--- src/rtl/apb_req_arbiter_pkg.sv ---
// apb_arb_pkg: shared types and widths for the APB request arbiter slice.
//   APB_AW / APB_DW : APB address / data width used by arbiter, interface and bench
//   arb_state_e     : sequencer states
//   arb_req_t       : latched request (direction, address, write data)
package apb_arb_pkg;

  localparam int APB_AW = 12;
  localparam int APB_DW = 32;

  typedef enum logic [1:0] {
    ST_IDLE = 2'd0,
    ST_XFER = 2'd1,
    ST_RESP = 2'd2
  } arb_state_e;

  typedef struct packed {
    logic              write;
    logic [APB_AW-1:0] addr;
    logic [APB_DW-1:0] wdata;
  } arb_req_t;

endpackage

--- src/rtl/apb_req_arbiter_if.sv ---
// apb_req_arbiter_if: request-side handshake plus the APB master command port.
//   master modport : arbiter view (drives grants, responses and the APB command)
//   slave modport  : requester/APB-master view (drives requests, read data, done)
//   req_addr/req_wdata are packed, requester i at [i*AW +: AW] / [i*DW +: DW].
interface apb_req_arbiter_if
  import apb_arb_pkg::*;
#(
  parameter int NREQ = 2,
  parameter int AW   = APB_AW,
  parameter int DW   = APB_DW
);

  logic [NREQ-1:0]    req_valid;
  logic [NREQ-1:0]    req_write;
  logic [NREQ*AW-1:0] req_addr;
  logic [NREQ*DW-1:0] req_wdata;
  logic [NREQ-1:0]    req_ready;
  logic [NREQ-1:0]    rsp_valid;
  logic [DW-1:0]      rsp_rdata;
  logic               rsp_err;
  logic               transfer;
  logic               read_write;
  logic [AW-1:0]      apb_write_paddr;
  logic [AW-1:0]      apb_read_paddr;
  logic [DW-1:0]      apb_write_data;
  logic [DW-1:0]      apb_read_data_out;
  logic               apb_done;
  logic               busy;

  modport master (
    input  req_valid, req_write, req_addr, req_wdata, apb_read_data_out, apb_done,
    output req_ready, rsp_valid, rsp_rdata, rsp_err, transfer, read_write,
           apb_write_paddr, apb_read_paddr, apb_write_data, busy
  );

  modport slave (
    output req_valid, req_write, req_addr, req_wdata, apb_read_data_out, apb_done,
    input  req_ready, rsp_valid, rsp_rdata, rsp_err, transfer, read_write,
           apb_write_paddr, apb_read_paddr, apb_write_data, busy
  );

endinterface

--- src/rtl/apb_req_arbiter_rr_pick.sv ---
// apb_rr_pick: combinational rotating-priority picker.
//   req   : request vector
//   ptr   : highest-priority index this round
//   grant : one-hot winner (zero when nothing requested)
//   idx   : winner index
//   any   : at least one request present
module apb_rr_pick #(
  parameter int NREQ = 2,
  parameter int IW   = $clog2(NREQ)
) (
  input  logic [NREQ-1:0] req,
  input  logic [IW-1:0]   ptr,
  output logic [NREQ-1:0] grant,
  output logic [IW-1:0]   idx,
  output logic            any
);

  logic [IW:0]   sum;
  logic [IW-1:0] cand;

  // Walk from ptr upwards, wrapping at NREQ (which need not be a power of two).
  always_comb begin
    grant = '0;
    idx   = '0;
    any   = 1'b0;
    sum   = '0;
    cand  = '0;
    for (int i = 0; i < NREQ; i++) begin
      sum = {1'b0, ptr} + (IW+1)'(i);
      if (sum >= (IW+1)'(NREQ)) sum = sum - (IW+1)'(NREQ);
      cand = sum[IW-1:0];
      if (!any && req[cand]) begin
        any         = 1'b1;
        grant[cand] = 1'b1;
        idx         = cand;
      end
    end
  end

endmodule

--- src/rtl/apb_req_arbiter.sv ---
// apb_req_arbiter: round-robin arbiter/sequencer sharing one APB master command
// port between NREQ requesters, one transaction at a time.
//   pclk, preset : clock (rising edge) and asynchronous active-high reset
//   bus          : request handshake, responses and APB command (master modport)
//   TIMEOUT      : XFER cycles before abort with rsp_err; 0 disables
//
// state | meaning
// IDLE  | waiting; grants the round-robin winner combinationally
// XFER  | APB command driven from the latched request; waiting for apb_done
// RESP  | one-cycle rsp_valid to the owner; advance rr pointer
module apb_req_arbiter
  import apb_arb_pkg::*;
#(
  parameter int NREQ    = 2,
  parameter int TIMEOUT = 64
) (
  input logic pclk,
  input logic preset,
  apb_req_arbiter_if.master bus
);

  localparam int IW = $clog2(NREQ);
  localparam int CW = (TIMEOUT > 0) ? $clog2(TIMEOUT + 1) : 1;
  localparam logic [CW-1:0] CNT_MAX  = CW'(TIMEOUT);
  localparam logic [CW-1:0] CNT_LAST = CW'((TIMEOUT > 0) ? TIMEOUT - 1 : 0);

  arb_state_e      state_q, state_d;
  arb_req_t        req_q, pick_req;
  logic [IW-1:0]   owner_q, rr_ptr_q, pick_idx;
  logic [NREQ-1:0] pick_grant;
  logic            pick_any;
  logic [CW-1:0]   cnt_q;
  logic [APB_DW-1:0] rsp_rdata_q;
  logic            rsp_err_q;
  logic            timeout_hit;

  apb_rr_pick #(.NREQ(NREQ), .IW(IW)) u_pick (
    .req   (bus.req_valid),
    .ptr   (rr_ptr_q),
    .grant (pick_grant),
    .idx   (pick_idx),
    .any   (pick_any)
  );

  always_comb begin
    pick_req.write = bus.req_write[pick_idx];
    pick_req.addr  = bus.req_addr[int'(pick_idx) * APB_AW +: APB_AW];
    pick_req.wdata = bus.req_wdata[int'(pick_idx) * APB_DW +: APB_DW];
  end

  // cnt_q counts completed XFER cycles, so the TIMEOUT-th cycle sees TIMEOUT-1.
  assign timeout_hit = (TIMEOUT != 0) && (state_q == ST_XFER) && (cnt_q == CNT_LAST);

  always_ff @(posedge pclk or posedge preset) begin
    if (preset) state_q <= ST_IDLE;
    else        state_q <= state_d;
  end

  always_comb begin
    state_d = state_q;
    case (state_q)
      ST_IDLE: if (pick_any) state_d = ST_XFER;
      ST_XFER: if (bus.apb_done || timeout_hit) state_d = ST_RESP;
      ST_RESP: state_d = ST_IDLE;
      default: state_d = ST_IDLE;
    endcase
  end

  always_comb begin
    bus.req_ready       = '0;
    bus.rsp_valid       = '0;
    bus.transfer        = 1'b0;
    bus.read_write      = 1'b0;
    bus.apb_write_paddr = '0;
    bus.apb_read_paddr  = '0;
    bus.apb_write_data  = '0;
    bus.busy            = (state_q != ST_IDLE);
    bus.rsp_rdata       = rsp_rdata_q;
    bus.rsp_err         = rsp_err_q;
    case (state_q)
      // Gated by preset so no grant is shown while reset is held.
      ST_IDLE: if (!preset) bus.req_ready = pick_grant;
      ST_XFER: begin
        bus.transfer   = 1'b1;
        bus.read_write = req_q.write;
        if (req_q.write) begin
          bus.apb_write_paddr = req_q.addr;
          bus.apb_write_data  = req_q.wdata;
        end else begin
          bus.apb_read_paddr  = req_q.addr;
        end
      end
      ST_RESP: bus.rsp_valid[owner_q] = 1'b1;
      default: ;
    endcase
  end

  always_ff @(posedge pclk or posedge preset) begin
    if (preset) begin
      req_q       <= '0;
      owner_q     <= '0;
      rr_ptr_q    <= '0;
      cnt_q       <= '0;
      rsp_rdata_q <= '0;
      rsp_err_q   <= 1'b0;
    end else begin
      case (state_q)
        ST_IDLE: begin
          if (pick_any) begin
            req_q   <= pick_req;
            owner_q <= pick_idx;
          end
          cnt_q <= '0;
        end
        ST_XFER: begin
          if (cnt_q != CNT_MAX) cnt_q <= cnt_q + CW'(1);
          // apb_done takes precedence over a simultaneous timeout.
          if (bus.apb_done) begin
            rsp_rdata_q <= req_q.write ? '0 : bus.apb_read_data_out;
            rsp_err_q   <= 1'b0;
          end else if (timeout_hit) begin
            rsp_rdata_q <= '0;
            rsp_err_q   <= 1'b1;
          end
        end
        ST_RESP: begin
          rr_ptr_q <= (owner_q == IW'(NREQ - 1)) ? '0 : owner_q + IW'(1);
          cnt_q    <= '0;
        end
        default: ;
      endcase
    end
  end

endmodule

--- src/flat_wrapper.sv ---
// flat-port wrapper written by rule: the top's interface ports become plain ports
module apb_req_arbiter_flat import apb_arb_pkg::*;
#(
  parameter int NREQ    = 2,
  parameter int TIMEOUT = 64
)
  (pclk, preset, bus_req_valid, bus_req_write, bus_req_addr, bus_req_wdata, bus_apb_read_data_out, bus_apb_done, bus_req_ready, bus_rsp_valid, bus_rsp_rdata, bus_rsp_err, bus_transfer, bus_read_write, bus_apb_write_paddr, bus_apb_read_paddr, bus_apb_write_data, bus_busy);
  apb_req_arbiter_if #(.NREQ(NREQ)) bus_i ();
  input logic pclk;
  input logic preset;
  input wire logic [$bits(bus_i.req_valid)-1:0] bus_req_valid;
  input wire logic [$bits(bus_i.req_write)-1:0] bus_req_write;
  input wire logic [$bits(bus_i.req_addr)-1:0] bus_req_addr;
  input wire logic [$bits(bus_i.req_wdata)-1:0] bus_req_wdata;
  input wire logic [$bits(bus_i.apb_read_data_out)-1:0] bus_apb_read_data_out;
  input wire logic [$bits(bus_i.apb_done)-1:0] bus_apb_done;
  output wire logic [$bits(bus_i.req_ready)-1:0] bus_req_ready;
  output wire logic [$bits(bus_i.rsp_valid)-1:0] bus_rsp_valid;
  output wire logic [$bits(bus_i.rsp_rdata)-1:0] bus_rsp_rdata;
  output wire logic [$bits(bus_i.rsp_err)-1:0] bus_rsp_err;
  output wire logic [$bits(bus_i.transfer)-1:0] bus_transfer;
  output wire logic [$bits(bus_i.read_write)-1:0] bus_read_write;
  output wire logic [$bits(bus_i.apb_write_paddr)-1:0] bus_apb_write_paddr;
  output wire logic [$bits(bus_i.apb_read_paddr)-1:0] bus_apb_read_paddr;
  output wire logic [$bits(bus_i.apb_write_data)-1:0] bus_apb_write_data;
  output wire logic [$bits(bus_i.busy)-1:0] bus_busy;
  assign bus_i.req_valid = bus_req_valid;
  assign bus_i.req_write = bus_req_write;
  assign bus_i.req_addr = bus_req_addr;
  assign bus_i.req_wdata = bus_req_wdata;
  assign bus_i.apb_read_data_out = bus_apb_read_data_out;
  assign bus_i.apb_done = bus_apb_done;
  assign bus_req_ready = bus_i.req_ready;
  assign bus_rsp_valid = bus_i.rsp_valid;
  assign bus_rsp_rdata = bus_i.rsp_rdata;
  assign bus_rsp_err = bus_i.rsp_err;
  assign bus_transfer = bus_i.transfer;
  assign bus_read_write = bus_i.read_write;
  assign bus_apb_write_paddr = bus_i.apb_write_paddr;
  assign bus_apb_read_paddr = bus_i.apb_read_paddr;
  assign bus_apb_write_data = bus_i.apb_write_data;
  assign bus_busy = bus_i.busy;
  apb_req_arbiter #(.NREQ(NREQ), .TIMEOUT(TIMEOUT)) u_core (.pclk(pclk), .preset(preset), .bus(bus_i));
endmodule
--- config.mk ---
export PLATFORM = sky130hd
export DESIGN_NAME = apb_req_arbiter_flat
export DESIGN_NICKNAME = d
export VERILOG_FILES = /design/src/rtl/apb_req_arbiter_pkg.sv /design/src/rtl/apb_req_arbiter_if.sv /design/src/rtl/apb_req_arbiter_rr_pick.sv /design/src/rtl/apb_req_arbiter.sv /design/src/flat_wrapper.sv
export SDC_FILE = /design/constraint.sdc
export NUM_CORES = 1
export LEC_CHECK = 0
export ABC_AREA = 1
export CAP_MARGIN = 20
export CORE_MARGIN = 2
export CORE_UTILIZATION = 41
export CTS_CLUSTER_DIAMETER = 60
export DETAILED_ROUTE_END_ITERATION = 16
export GPL_TIMING_DRIVEN = 0
export MAX_ROUTING_LAYER = met4
export PLACE_DENSITY = 0.81
export SKIP_LAST_GASP = 1
export SYNTH_ARGS = -nofsm -noshare
export SYNTH_HDL_FRONTEND = slang
export SYNTH_HIERARCHICAL = 1
export SYNTH_SLANG_ARGS = --single-unit
--- constraint.sdc ---
create_clock -name pclk -period 3.1 [get_ports pclk]
set_input_delay 0.31 -clock pclk [delete_from_list [all_inputs] [get_ports pclk]]
set_output_delay 0.31 -clock pclk [all_outputs]
set_load 0.02 [all_outputs]
==> flow_metrics.tcl <==
set metrics [dict create \
    synth_seq_cells 89 \
    cts_sinks 89 \
    routed_wl_mm 15.1 \
    overflow 0 \
    post-place-ws_ps 648 \
    final_antenna_net_count 0 \
    syn_area_per_cell_sq_um 7.46 \
    synth_compound_area_share_pct 7.32 \
    rsz0062_at_grt "false" \
    cts_hold_buf 0 \
    power.density_cell_area_nw_per_um2 908 \
    grt_pass1_vias 5022 \
    use_met1_pct 30.0 \
    crit_required_ps 2790 \
    crit_arrival_ps 2430 \
    cts_resized 0 \
    syn_nets 741 \
    setup_viol_count_final 0 \
    gp_congestion 0.959 \
    htreeDepth 3 \
    synth_simple_gate_area_share_pct 34.9 \
    cts_buffers 9 \
    syn_inst 612 \
    met3_usage_pct 5.87 \
    nets 974 \
    path_buf_inv 4 \
    viasPerCell 5.11 \
    cp_max_fo 10 \
    drc_errors 0 \
    final_cell_mix "clkdlybuf4s50_1, nand2_1, nor2_1" \
    status "completed" \
    setup_ws_ps 364 \
    cts.path.max_buffers 2 \
    fin_util_pct 66.2 \
    synth_top_family_by_area "simple AND/OR/NAND/NOR gates" \
    fill_cells 929 \
    die-area_sq_um 12000 \
    hold_ws_ps 376 \
    core_area_sq_um 10800 \
    gr-usage-met2_pct 45.1 \
    firstDrtPassIters 7 \
    synth_xor_area_share_pct 0 \
    dr_total_vias 5062 \
    busiest_layer "met2" \
    crit_family "buffers and inverters" \
    fin_tns_setup_ps 0 \
    grt_max_degree 49 \
    synth_seq_area_share_pct 48.8 \
    synthMuxAreaShare_pct 0 \
    cp-start-kind "flip-flop" \
    vdd_drop_max_uv 585 \
    antenna_found_initial 0 \
    synthAdderAreaFrac_pct 0.548 \
    power.leakage_nw 3.30 \
    area_delta_synth_final_pct 57.3 \
    start_util_pct 42.1 \
    fp-row-count 38 \
    min_path_type "in2async" \
    netlist_area_sq_um 4560 \
    critPathMaxStageDelay_ps 660 \
    fin_skew_ps 7.78 \
    post_cts_buffers 0 \
    cts_root_buf "clkbuf_8" \
    p_total_w 0.00652 \
    yosysWarningCount 6 \
    period_needed_ps 2740 \
    end_kind "output pin" \
    max_freq_mhz 365 \
    relSlewSlack_pct 61.3 \
    post-route-period-util_pct 88.3 \
    antenna_cells 0 \
    avgRoutedWirePerCell_microns 15.3 \
    tightest_slew_ps 581 \
    worstSkewPairLatency_ps 360 \
    die_x_microns 109 \
    drive_gt1_share_pct 6.82 \
    hold_violations 0 \
    cp_cell_sequence "inv_2 -> nor2_4 -> inv_2 -> buf_1 -> nor2_1 -> clkdlybuf4s50_1" \
    grt_usage_pct 26.0 \
    crit_path_top_delay_cell "clkdlybuf4s50_1" \
    critPathKind "reg2out" \
    maxSlewViolCount 0 \
    dp_hpwl_mm 11.6 \
    grt_pass1_wl_mm 23.7 \
    cts.clk_slew.worst_paths_ps 90 \
    ios 223 \
    drtIter0Drc 425 \
    port_buffers 221 \
    drv_cap 0 \
    cp_common_cell "inv_2" \
    cts_tree "built" \
    die_h_microns 109 \
    synth.distinct_cells 21 \
]
cell usage after synthesis (all sizes together):
library cell / number / share of area [%]
clkinv: 1 / 0.082
dfrtp: 89 / 49
nand2: 221 / 18
o21ai: 7 / 0.85
clkbuf: 18 / 1.5
ha: 2 / 0.55
inv: 37 / 3.0
buf: 24 / 3.8
o21bai: 1 / 0.16
a31oi: 46 / 6.3
nor2: 123 / 11
nand3: 8 / 0.88
nand4: 34 / 4.7
nor3: 1 / 0.11
path summary, 6_finish.rpt:
kind	startpoint	end	slack (ps)	depth (start not counted)
max	u_core/state_q[0]$_DFFE_PP0P_	bus_apb_write_data[21]	360	6
min reg2reg	u_core/bus.rsp_rdata[14]$_DFFE_PP0P_	u_core/bus.rsp_rdata[14]$_DFFE_PP0P_	480	2
max in group asynchronous	preset	u_core/req_q[39]$_DFFE_PP0P_	2070	3
max reg2reg	u_core/rr_ptr_q$_DFFE_PP0P_	u_core/req_q[3]$_DFFE_PP0P_	1200	7
min in group pclk	bus_apb_done	u_core/bus.rsp_rdata[30]$_DFFE_PP0P_	390	3
min	preset	u_core/bus.rsp_rdata[27]$_DFFE_PP0P_	380	2
flip-flops by register name, summed over array words and instances, names as in the netlist:
register / count
u_core/state_q: 2
u_core/req_q: 45
u_core/owner_q: 1
u_core/bus.rsp_err: 1
u_core/rr_ptr_q: 1
u_core/cnt_q: 7
u_core/bus.rsp_rdata: 32
power breakdown:
part / total [W] / switching (W) / internal [W]
clock network: 0.000799 / 0.000428 / 0.000371
logic: 0.00380 / 0.00222 / 0.00158
registers: 0.00191 / 0.000282 / 0.00163
metrics by stage:
stage / std cells / cell area [sq um]
after global routing: 990 / 7180
after CTS: 990 / 7180
after global placement: 973 / 6950
after detailed placement: 974 / 6980
final: 990 / 7180
after floorplan: 612 / 4560
worst register-to-register path: stages, from the launching register on:
cell,delay (ps)
dfrtp_1,450
nor2_2,170
nor2_1,70
buf_2,200
inv_2,190
clkbuf_1,380
nand2_1,170
a31oi_1,200
cell type report:
type | count | area (sq um) | area share, %
Clock inverter | 7 | 71.3 | 0.994
Inverter | 38 | 145 | 2.02
Clock buffer | 9 | 124 | 1.73
Multi-Input combinational cell | 443 | 1950 | 27.2
Buffer | 42 | 243 | 3.38
Tap cell | 140 | 175 | 2.44
Timing Repair Buffer | 222 | 2240 | 31.2
Sequential cell | 89 | 2230 | 31.0
cells by family after synthesis:
kind of cell,Yosys count
AND/OR/NAND/NOR,387
flip-flops,89
buffers and inverters,80
AO/OA/AOI/OAI,54
adder cells (fa/ha/maj),2
per-layer routing:
layer	routed length (microns)	part of all wire (%)
met2	7560	50
met1	5960	39
met4	286	1.9
met3	1340	8.9
met5	0	0
Power figures use the tool's default switching activity.
